**src/rtl/wishbone_timeout_guard_if.sv**
```systemverilog
// Point-to-point Wishbone (pipelined, single outstanding) bus bundle.
// Handshake: a request is accepted on a clock edge where cyc & stb & !stall; the
// cycle completes on the edge where ack or err is high while cyc is held.
interface wishbone_timeout_guard_if;
  logic        cyc;
  logic        stb;
  logic        we;
  logic [3:0]  sel;
  logic [23:0] adr;
  logic [31:0] dat_w;
  logic [31:0] dat_r;
  logic        ack;
  logic        stall;
  logic        err;

  modport master (
    output cyc, stb, we, sel, adr, dat_w,
    input  dat_r, ack, stall, err
  );

  modport slave (
    input  cyc, stb, we, sel, adr, dat_w,
    output dat_r, ack, stall, err
  );
endinterface

```
**src/rtl/wishbone_timeout_guard.sv**
```systemverilog
// Wishbone guard between the shared-slave mux and one peripheral: passes single
// transactions through, aborts with a one-cycle error when the slave stops answering.
module wishbone_timeout_guard #(
  parameter int unsigned TIMEOUT_CYCLES = 255,
  parameter int unsigned COUNTER_WIDTH  = 8
) (
  input  logic                            wb_clk_i,
  input  logic                            wb_rst_i,
  wishbone_timeout_guard_if.slave         master_wb,
  wishbone_timeout_guard_if.master        slave_wb,
  output logic [1:0]                      probe_state,
  output logic [7:0]                      probe_timeoutCount,
  output logic [23:0]                     probe_lastTimeoutAdr
);

  typedef enum logic [1:0] {
    ST_IDLE    = 2'd0,
    ST_WAIT    = 2'd1,
    ST_ABORT   = 2'd2,
    ST_RECOVER = 2'd3
  } state_e;

  // The count equals the cycle index since the first request cycle, so a count
  // of TIMEOUT_CYCLES-1 without a response means the error lands in cycle TIMEOUT_CYCLES.
  localparam logic [COUNTER_WIDTH-1:0] LIMIT_M1 = COUNTER_WIDTH'(TIMEOUT_CYCLES - 1);
  localparam logic [COUNTER_WIDTH-1:0] CNT_ONE  = COUNTER_WIDTH'(1);

  state_e                     state_q, state_d;
  logic [COUNTER_WIDTH-1:0]   count_q, count_d;
  logic [7:0]                 to_cnt_q, to_cnt_d;
  logic [23:0]                last_adr_q, last_adr_d;

  logic req;
  logic slv_done;
  logic at_limit;
  logic timeout_hit;
  logic [COUNTER_WIDTH-1:0] count_inc;

  assign req       = master_wb.cyc & master_wb.stb;
  assign slv_done  = slave_wb.ack | slave_wb.err;
  assign at_limit  = (count_q >= LIMIT_M1);
  assign count_inc = at_limit ? count_q : (count_q + CNT_ONE);

  // Data and qualifiers are never gated; only cyc/stb and the responses are.
  assign slave_wb.we     = master_wb.we;
  assign slave_wb.sel    = master_wb.sel;
  assign slave_wb.adr    = master_wb.adr;
  assign slave_wb.dat_w  = master_wb.dat_w;
  assign master_wb.dat_r = slave_wb.dat_r;

  always_comb begin
    state_d     = state_q;
    count_d     = '0;
    timeout_hit = 1'b0;
    unique case (state_q)
      ST_IDLE: begin
        if (req && !slv_done && at_limit) begin
          state_d     = ST_ABORT;
          timeout_hit = 1'b1;
        end else if (req && !slave_wb.stall && !slv_done) begin
          state_d = ST_WAIT;
          count_d = CNT_ONE;
        end else if (req && slave_wb.stall) begin
          count_d = count_inc;
        end
      end
      ST_WAIT: begin
        if (slv_done || !master_wb.cyc) begin
          state_d = ST_IDLE;
        end else if (at_limit) begin
          state_d     = ST_ABORT;
          timeout_hit = 1'b1;
        end else begin
          count_d = count_inc;
        end
      end
      ST_ABORT: begin
        state_d = ST_RECOVER;
      end
      ST_RECOVER: begin
        if (!master_wb.cyc) state_d = ST_IDLE;
      end
      default: begin
        state_d = ST_IDLE;
      end
    endcase
  end

  always_comb begin
    last_adr_d = last_adr_q;
    to_cnt_d   = to_cnt_q;
    if (timeout_hit) begin
      last_adr_d = master_wb.adr;
      if (to_cnt_q != 8'hFF) to_cnt_d = to_cnt_q + 8'd1;
    end
  end

  // Bus-facing handshake outputs; held in the safe state while reset is high.
  always_comb begin
    slave_wb.cyc    = 1'b0;
    slave_wb.stb    = 1'b0;
    master_wb.stall = 1'b1;
    master_wb.ack   = 1'b0;
    master_wb.err   = 1'b0;
    if (!wb_rst_i) begin
      unique case (state_q)
        ST_IDLE: begin
          slave_wb.cyc    = master_wb.cyc;
          slave_wb.stb    = master_wb.stb;
          master_wb.stall = slave_wb.stall;
          master_wb.ack   = slave_wb.ack & master_wb.cyc;
          master_wb.err   = slave_wb.err & master_wb.cyc;
        end
        ST_WAIT: begin
          slave_wb.cyc  = master_wb.cyc;
          master_wb.ack = slave_wb.ack & master_wb.cyc;
          master_wb.err = slave_wb.err & master_wb.cyc;
        end
        ST_ABORT: begin
          master_wb.err = 1'b1;
        end
        ST_RECOVER: begin
          master_wb.err = 1'b0;
        end
        default: begin
          master_wb.err = 1'b0;
        end
      endcase
    end
  end

  always_ff @(posedge wb_clk_i) begin
    if (wb_rst_i) begin
      state_q    <= ST_IDLE;
      count_q    <= '0;
      to_cnt_q   <= '0;
      last_adr_q <= '0;
    end else begin
      state_q    <= state_d;
      count_q    <= count_d;
      to_cnt_q   <= to_cnt_d;
      last_adr_q <= last_adr_d;
    end
  end

  assign probe_state          = state_q;
  assign probe_timeoutCount   = to_cnt_q;
  assign probe_lastTimeoutAdr = last_adr_q;

endmodule

```
**src/flat_wrapper.sv**
```systemverilog
// flat-port wrapper written by rule: the top's interface ports become plain ports
module wishbone_timeout_guard_flat 
#(
  parameter int unsigned TIMEOUT_CYCLES = 255,
  parameter int unsigned COUNTER_WIDTH  = 8
)
  (wb_clk_i, wb_rst_i, probe_state, probe_timeoutCount, probe_lastTimeoutAdr, master_wb_cyc, master_wb_stb, master_wb_we, master_wb_sel, master_wb_adr, master_wb_dat_w, master_wb_dat_r, master_wb_ack, master_wb_stall, master_wb_err, slave_wb_cyc, slave_wb_stb, slave_wb_we, slave_wb_sel, slave_wb_adr, slave_wb_dat_w, slave_wb_dat_r, slave_wb_ack, slave_wb_stall, slave_wb_err);
  wishbone_timeout_guard_if master_wb_i ();
  wishbone_timeout_guard_if slave_wb_i ();
  input  logic wb_clk_i;
  input  logic wb_rst_i;
  output logic [1:0] probe_state;
  output logic [7:0] probe_timeoutCount;
  output logic [23:0] probe_lastTimeoutAdr;
  input wire logic [$bits(master_wb_i.cyc)-1:0] master_wb_cyc;
  input wire logic [$bits(master_wb_i.stb)-1:0] master_wb_stb;
  input wire logic [$bits(master_wb_i.we)-1:0] master_wb_we;
  input wire logic [$bits(master_wb_i.sel)-1:0] master_wb_sel;
  input wire logic [$bits(master_wb_i.adr)-1:0] master_wb_adr;
  input wire logic [$bits(master_wb_i.dat_w)-1:0] master_wb_dat_w;
  output wire logic [$bits(master_wb_i.dat_r)-1:0] master_wb_dat_r;
  output wire logic [$bits(master_wb_i.ack)-1:0] master_wb_ack;
  output wire logic [$bits(master_wb_i.stall)-1:0] master_wb_stall;
  output wire logic [$bits(master_wb_i.err)-1:0] master_wb_err;
  output wire logic [$bits(slave_wb_i.cyc)-1:0] slave_wb_cyc;
  output wire logic [$bits(slave_wb_i.stb)-1:0] slave_wb_stb;
  output wire logic [$bits(slave_wb_i.we)-1:0] slave_wb_we;
  output wire logic [$bits(slave_wb_i.sel)-1:0] slave_wb_sel;
  output wire logic [$bits(slave_wb_i.adr)-1:0] slave_wb_adr;
  output wire logic [$bits(slave_wb_i.dat_w)-1:0] slave_wb_dat_w;
  input wire logic [$bits(slave_wb_i.dat_r)-1:0] slave_wb_dat_r;
  input wire logic [$bits(slave_wb_i.ack)-1:0] slave_wb_ack;
  input wire logic [$bits(slave_wb_i.stall)-1:0] slave_wb_stall;
  input wire logic [$bits(slave_wb_i.err)-1:0] slave_wb_err;
  assign master_wb_i.cyc = master_wb_cyc;
  assign master_wb_i.stb = master_wb_stb;
  assign master_wb_i.we = master_wb_we;
  assign master_wb_i.sel = master_wb_sel;
  assign master_wb_i.adr = master_wb_adr;
  assign master_wb_i.dat_w = master_wb_dat_w;
  assign master_wb_dat_r = master_wb_i.dat_r;
  assign master_wb_ack = master_wb_i.ack;
  assign master_wb_stall = master_wb_i.stall;
  assign master_wb_err = master_wb_i.err;
  assign slave_wb_cyc = slave_wb_i.cyc;
  assign slave_wb_stb = slave_wb_i.stb;
  assign slave_wb_we = slave_wb_i.we;
  assign slave_wb_sel = slave_wb_i.sel;
  assign slave_wb_adr = slave_wb_i.adr;
  assign slave_wb_dat_w = slave_wb_i.dat_w;
  assign slave_wb_i.dat_r = slave_wb_dat_r;
  assign slave_wb_i.ack = slave_wb_ack;
  assign slave_wb_i.stall = slave_wb_stall;
  assign slave_wb_i.err = slave_wb_err;
  wishbone_timeout_guard #(.TIMEOUT_CYCLES(TIMEOUT_CYCLES), .COUNTER_WIDTH(COUNTER_WIDTH)) u_core (.wb_clk_i(wb_clk_i), .wb_rst_i(wb_rst_i), .master_wb(master_wb_i), .slave_wb(slave_wb_i), .probe_state(probe_state), .probe_timeoutCount(probe_timeoutCount), .probe_lastTimeoutAdr(probe_lastTimeoutAdr));
endmodule
```
**config.mk**
```make
export PLATFORM = sky130hd
export DESIGN_NAME = wishbone_timeout_guard_flat
export DESIGN_NICKNAME = d
export VERILOG_FILES = /design/src/rtl/wishbone_timeout_guard_if.sv /design/src/rtl/wishbone_timeout_guard.sv /design/src/flat_wrapper.sv
export SDC_FILE = /design/constraint.sdc
export NUM_CORES = 1
export LEC_CHECK = 0
export ABC_AREA = 1
export CAP_MARGIN = 30
export CORE_UTILIZATION = 32
export DETAILED_ROUTE_END_ITERATION = 12
export GPL_TIMING_DRIVEN = 0
export MAX_ROUTING_LAYER = met4
export PLACE_DENSITY = 0.85
export RECOVER_POWER = 100
export SYNTH_ARGS = -nofsm -noshare
export SYNTH_HDL_FRONTEND = slang
export SYNTH_SLANG_ARGS = --single-unit
```
**constraint.sdc**
```tcl
create_clock -name wb_clk_i -period 1.9 [get_ports wb_clk_i]
set_input_delay 0.38 -clock wb_clk_i [delete_from_list [all_inputs] [get_ports wb_clk_i]]
set_output_delay 0.38 -clock wb_clk_i [all_outputs]
set_load 0.05 [all_outputs]
```
==> results.cfg, run 1 <==
[grt]
grt-ovfl-total = 0
grt_pass1_vias = 2681
track_usage = 0.179
antenna_found_initial = 0
grt_max_degree = 14
grt_pass1_wl_um = 12000

[route]
via_per_inst = 4.52
dr_total_vias = 2860
finalWirelength_um = 7940
wl_per_cell_um = 12.5
drtAntennaViolNets = 0
dr.pass1.iters = 4
drc = 0
drtIter0Drc = 111

[yosys]
synth_most_common_cell = buf_4
synthDistinctLibCells = 26
netlist_top_cells_area = dfxtp_1 (31%), buf_4 (27%), nand2_1 (8.7%), nand3_1 (8.1%), a21oi_1 (6.9%)
synth_edf_count = 0
synth_area_mm2 = 0.00267
ys.flop_type = dfxtp_1
postSynthAreaPerCell_um2 = 7.38
yosys_warnings = 0
syn_nets = 466
synth_top_area_cell = dfxtp_1
synth_top_area_frac = 0.315
synth_common_cells = buf_4 (95), nand2_1 (62), nand3_1 (43), dfxtp_1 (42), a21oi_1 (37)
synthArstFlopShare = 0
ys_seq_area_frac = 0.315
synth_cells = 362
synth_seq_cells = 42

[timing]
worst_pin_slew_ps = 610
fmax_ghz = 0.533
layout_setup_ws_ps = 22.6
skew_ps = 12.2
setup_viol = 0
fin_crit_ps = 1880
rsz0062_at_grt = yes
fin_crit_sh = 0.988
maxSlewViolCount = 0
relSlewSlack = 0.595
hold_violations = 0

[placed_design]
place_hpwl_um = 6570
pre_cts_slack_ps = -589
finalWeightedCongestion = 0.869
portBuffers = 161

[power_and_ir_drop]
p_leak_uw = 0.00201
p_per_area_mw_per_mm2 = 570
finalPower_uw = 2560
ir_drop_mv = 0.285

[clocking]
cts_setup_buffers = 0
cts_root_buffer = clkbuf_8
cts_tree = built
cts.htree.levels = 2
clk_pin_slew_ps = 90
clk-insertion-delay-late_ps = 300
cts_sinks = 42
cts_buffers = 5
clk_path_buf_depth = 2

[job]
drv_cap = 0

[layout]
nNetsFinal = 634
drive_gt1_frac = 0.234
area_delta_synth_final_pct = 68.4
nFillCells = 701
diodes = 0

[worst_hold_path]
hp-class = reg2reg
holdPathEnd = u_core.probe_lastTimeoutAdr[23]
hold_depth = 2
hp-start = u_core.probe_lastTimeoutAdr[23]

[floorplan]
io_pins = 232
die_h_um = 93.3
rows = 32
initial_core_util = 0.339
die_w_um = 93.3
coreArea_mm2 = 0.00789
dieArea_mm2 = 0.00871

[status]
status = complete, no violations

[critical_path]
worstPathArrival_ps = 1500
startpoint_type = input pin
rr_endpoint = u_core.probe_lastTimeoutAdr[17]
critPathRequiredTime_ps = 1520
worst_setup_path_end_kind = output pin
r2r_cells = 8
critPathKind = in2out
worst-r2r-setup-slack_ps = 140
worst-path-max-fanout = 2
r2r_start = u_core.count_q[0]
## per-stage QoR
stage / area (um2) / hold WS (ps) / TNS (ps) / cells / utilization
floorplan: 2680 / 473 / -313 / 362 / -
global placement: 4420 / 471 / -12060 / 625 / 0.560
detailed placement: 4420 / 474 / -14500 / 625 / 0.560
CTS: 4480 / 488 / 0 / 633 / 0.568
global route: 4500 / 513 / -2.09 / 633 / 0.570
finish: 4500 / 488 / 0 / 633 / 0.570
## cell usage in the layout, fill, tap and decap left out
cell	netlist	final
a21o_1	1	1
a21oi_1	37	37
a31oi_1	1	1
and3_1	1	1
buf_2	0	3
buf_4	95	95
buf_6	1	2
bufinv_16	0	1
clkbuf_1	8	10
clkbuf_2	0	3
clkbuf_8	0	5
clkdlybuf4s15_1	0	11
clkdlybuf4s15_2	0	1
clkdlybuf4s50_1	0	50
clkinvlp_4	0	1
dfxtp_1	42	42
dlygate4sd2_1	0	20
dlygate4sd3_1	0	70
dlymetal6s2s_1	0	1
ha_1	4	4
inv_1	21	21
nand2_1	62	62
nand2_2	2	1
nand2_4	0	1
nand3_1	43	43
nand3b_1	2	2
nand4_1	3	3
nand4_4	2	2
nor2_1	21	18
nor2_2	1	2
nor2_4	2	4
nor3_2	0	1
o21ai_0	2	1
o21ai_1	0	1
o22ai_1	1	1
o31ai_2	0	1
or2_2	1	1
xnor2_1	3	3
xor2_1	4	4
## critical path, stage by stage
cell and delay [ps]:
clkdlybuf4s50_1 500, buf_4 130, clkdlybuf4s15_1 490
## worst max path at each step
stage | slack [ps] | end | start
floorplan | -310 | master_wb_err | u_core.probe_state[1]
global placement | -550 | master_wb_err | master_wb_cyc
detailed placement | -590 | master_wb_err | master_wb_cyc
CTS | 5 | slave_wb_adr[16] | master_wb_adr[16]
global route | -2 | u_core.probe_lastTimeoutAdr[20] | u_core.count_q[0]
finish | 20 | slave_wb_adr[13] | master_wb_adr[13]
## power breakdown
group | switching, uW | internal (uW) | leakage, uW
combinational | 605 | 346 | 0.00162
sequential | 14.1 | 888 | 0.000338
clock | 317 | 392 | 0.0000514
## what timing repair did
item,CTS,global route
hold buffers,0,0
endpoints found under the hold margin,0,0
setup endpoints to repair,36,30
resized for setup,58,27
## cell type report
type	instances	area, um2	share of cell area
Tap cell	102	128	0.0284
Clock inverter	2	37.5	0.00835
Timing Repair Buffer	161	1550	0.345
Buffer	104	757	0.168
Inverter	21	78.8	0.0175
Multi-Input combinational cell	195	1030	0.229
Sequential cell	42	841	0.187
Clock buffer	6	72.6	0.0161
## layer usage
layer / part of all wire / track usage / vias up
met5: 0 / - / -
met4: 0.0069 / 0.0397 / 0
met3: 0.11 / 0.0520 / 7
met2: 0.52 / 0.338 / 156
met1: 0.36 / 0.181 / 1284
li1: - / - / 1413
## state kept, by name, indices dropped and copies added (netlist names)
name,flops
u_core.count_q,8
u_core.probe_state,2
u_core.probe_lastTimeoutAdr,24
u_core.probe_timeoutCount,8
## cell families after synthesis
| logic type | count (synthesis) | synth area share |
|---|---|---|
| AND/OR/NAND/NOR | 141 | 0.248 |
| buffers and inverters | 125 | 0.312 |
| flip-flops | 42 | 0.315 |
| adder cells (fa/ha/maj) | 4 | 0.0187 |
| XOR/XNOR | 7 | 0.0230 |
| AO/OA/AOI/OAI | 43 | 0.0834 |
No activity file was read; power rests on OpenSTA's default activity.
==> inputs of run 2 (changes only) <==
Clock period 1.9 ns to 1.8 ns, I/O delays scaled along.
==> run 2 against run 1 <==
Compared with the run above:
- wire length rose by 0.82%
- cell count rose by 0.32%
- non-clock buffer count rose by 2
- register-to-register slack got worse by 50 ps
- clock power fell by 9.4%
- sequential share of layout area rose by 0.25 points
- critical endpoint is now u_core.probe_timeoutCount[7]
- largest cell class unchanged
- largest power group unchanged
==> results.cfg, run 2 (same netlist as run 1, synthesis figures left out) <==
[route]
drtAntennaViolNets = 0
wl_per_cell_um = 12.6
drtIter0Drc = 131
dr_total_vias = 2889
dr.pass1.iters = 4
drc = 0
via_per_inst = 4.55
finalWirelength_um = 8000

[clocking]
cts_tree = built
clk_path_buf_depth = 2
cts_sinks = 42
cts_root_buffer = clkbuf_8
cts_buffers = 5
clk_pin_slew_ps = 80
cts.htree.levels = 2
clk-insertion-delay-late_ps = 290
ctsHoldBuffers = 0

[critical_path]
crit_path_cell_trace = clkdlybuf4s50_1 -> nand2_1 -> nor2_2 -> nand4_4 -> nand2_2 -> buf_6 -> nand3_1 -> a21oi_1
critPathBufInv = 2
cpMaxStageDelayCell = clkdlybuf4s50_1
critPathRequiredTime_ps = 2030
worst-path-max-fanout = 10
worst_setup_path_end_kind = register
critPathKind = in2reg
path_delay_family = simple AND/OR/NAND/NOR gates
startpoint_type = input pin
critPathMaxStageDelay_ps = 490
worstPathArrival_ps = 1950

[timing]
hold_violations = 0
fin_crit_sh = 0.958
fmax_ghz = 0.580
maxSlewViolCount = 0
layout_setup_ws_ps = 75.5
relSlewSlack = 0.640
setup_viol = 0
skew_ps = 13.1
fin_crit_ps = 1720
worst_pin_slew_ps = 539
hold-worst-slack_ps = 483

[floorplan]
die_w_um = 93.3
initial_core_util = 0.339
coreArea_mm2 = 0.00789
die_h_um = 93.3
dieArea_mm2 = 0.00871
io_pins = 232
rows = 32

[placed_design]
finalWeightedCongestion = 0.867
portBuffers = 161
placed_area_mm2 = 0.00442
place_hpwl_um = 6560
pre_cts_slack_ps = -587

[grt]
grt-ovfl-total = 0
grt_max_degree = 14
grt_pass1_vias = 2626
antenna_found_initial = 0
grt_pass1_wl_um = 11800
track_usage = 0.176

[layout]
final_common_cell = buf_4
area_delta_synth_final_pct = 66.9
final_core_util = 0.565
drive_gt1_frac = 0.298
final_cell_area_mm2 = 0.00446
nNetsFinal = 636
layout_common_cells = buf_4 (97), dlygate4sd3_1 (83), nand2_1 (61)
largest_reg_flops = 24
nFillCells = 731
diodes = 0

[power_and_ir_drop]
finalPower_uw = 2600
p_sw_uw = 988
pwr-share-comb = 0.386
power_frac_seq = 0.367
ir_drop_mv = 0.309
p_leak_uw = 0.00215
p_clk_frac = 0.247
p_per_area_mw_per_mm2 = 584
intPower_uw = 1610
swShare = 0.380

[job]
drv_cap = 0

[status]
status = complete, no violations

[worst_hold_path]
hp-class = reg2reg
run 2: repair_timing:
item / 4_1_cts / 5_1_grt
setup buffers: 0 / 2
gates resized for setup: 117 / 37
endpoints found under the hold margin: 0 / 0
cloned: 0 / 0
endpoints found under the setup margin: 63 / 53
run 2: worst paths after layout:
path                                   start                         endpoint  slack (ps)  cells past startpoint
max                            master_wb_stb     u_core.probe_timeoutCount[7]          80                      8
min          u_core.probe_lastTimeoutAdr[20]  u_core.probe_lastTimeoutAdr[20]         480                      2
max reg2reg                u_core.count_q[0]                u_core.count_q[0]          90                      9
min reg2reg  u_core.probe_lastTimeoutAdr[20]  u_core.probe_lastTimeoutAdr[20]         480                      2
run 2: worst register-to-register path, delay by kind of cell (launching register included):
kind                     cells  cell delay [ps]
flip-flops                   1              330
buffers and inverters        1               80
AO/OA/AOI/OAI                2              350
AND/OR/NAND/NOR              4              420
adder cells (fa/ha/maj)      2              460
run 2: routing by layer:
| metal | global-route usage | up-vias | share of wire |
|---|---|---|---|
| met5 | - | - | 0 |
| met1 | 0.173 | 1303 | 0.34 |
| li1 | - | 1419 | - |
| met4 | 0.0423 | 0 | 0.0049 |
| met3 | 0.0553 | 4 | 0.11 |
| met2 | 0.336 | 163 | 0.54 |
run 2: power by group through the flow:
| stage | Sequential (uW) | Combinational, uW | Clock, uW |
|---|---|---|---|
| 2_1_floorplan | 995 | 696 | 0 |
| 3_3_place_gp | 969 | 1050 | 0 |
| 3_5_place_dp | 970 | 1060 | 0 |
| 4_1_cts | 949 | 1040 | 669 |
| 5_1_grt | 958 | 1040 | 695 |
| 6_report | 956 | 1000 | 642 |
run 2: cell type report:
type	count	area, um2	share of cell area
Tap cell	102	128	0.0286
Multi-Input combinational cell	195	1030	0.232
Inverter	21	78.8	0.0177
Clock inverter	1	8.76	0.00197
Clock buffer	7	86.3	0.0194
Sequential cell	42	845	0.190
Buffer	104	761	0.171
Timing Repair Buffer	163	1520	0.340
run 2: metrics by stage:
step           TNS [ps]  cells
2_1_floorplan      -401    362
3_3_place_gp     -16740    625
3_5_place_dp     -17570    625
4_1_cts               0    633
5_1_grt           -1.71    635
6_report              0    635
==> inputs of run 3 (changes only) <==
Settings changed: CAP_MARGIN 30 to unset.
==> results of run 3 <==
No change in the layout: final DEF, timing and power equal those of run 2.
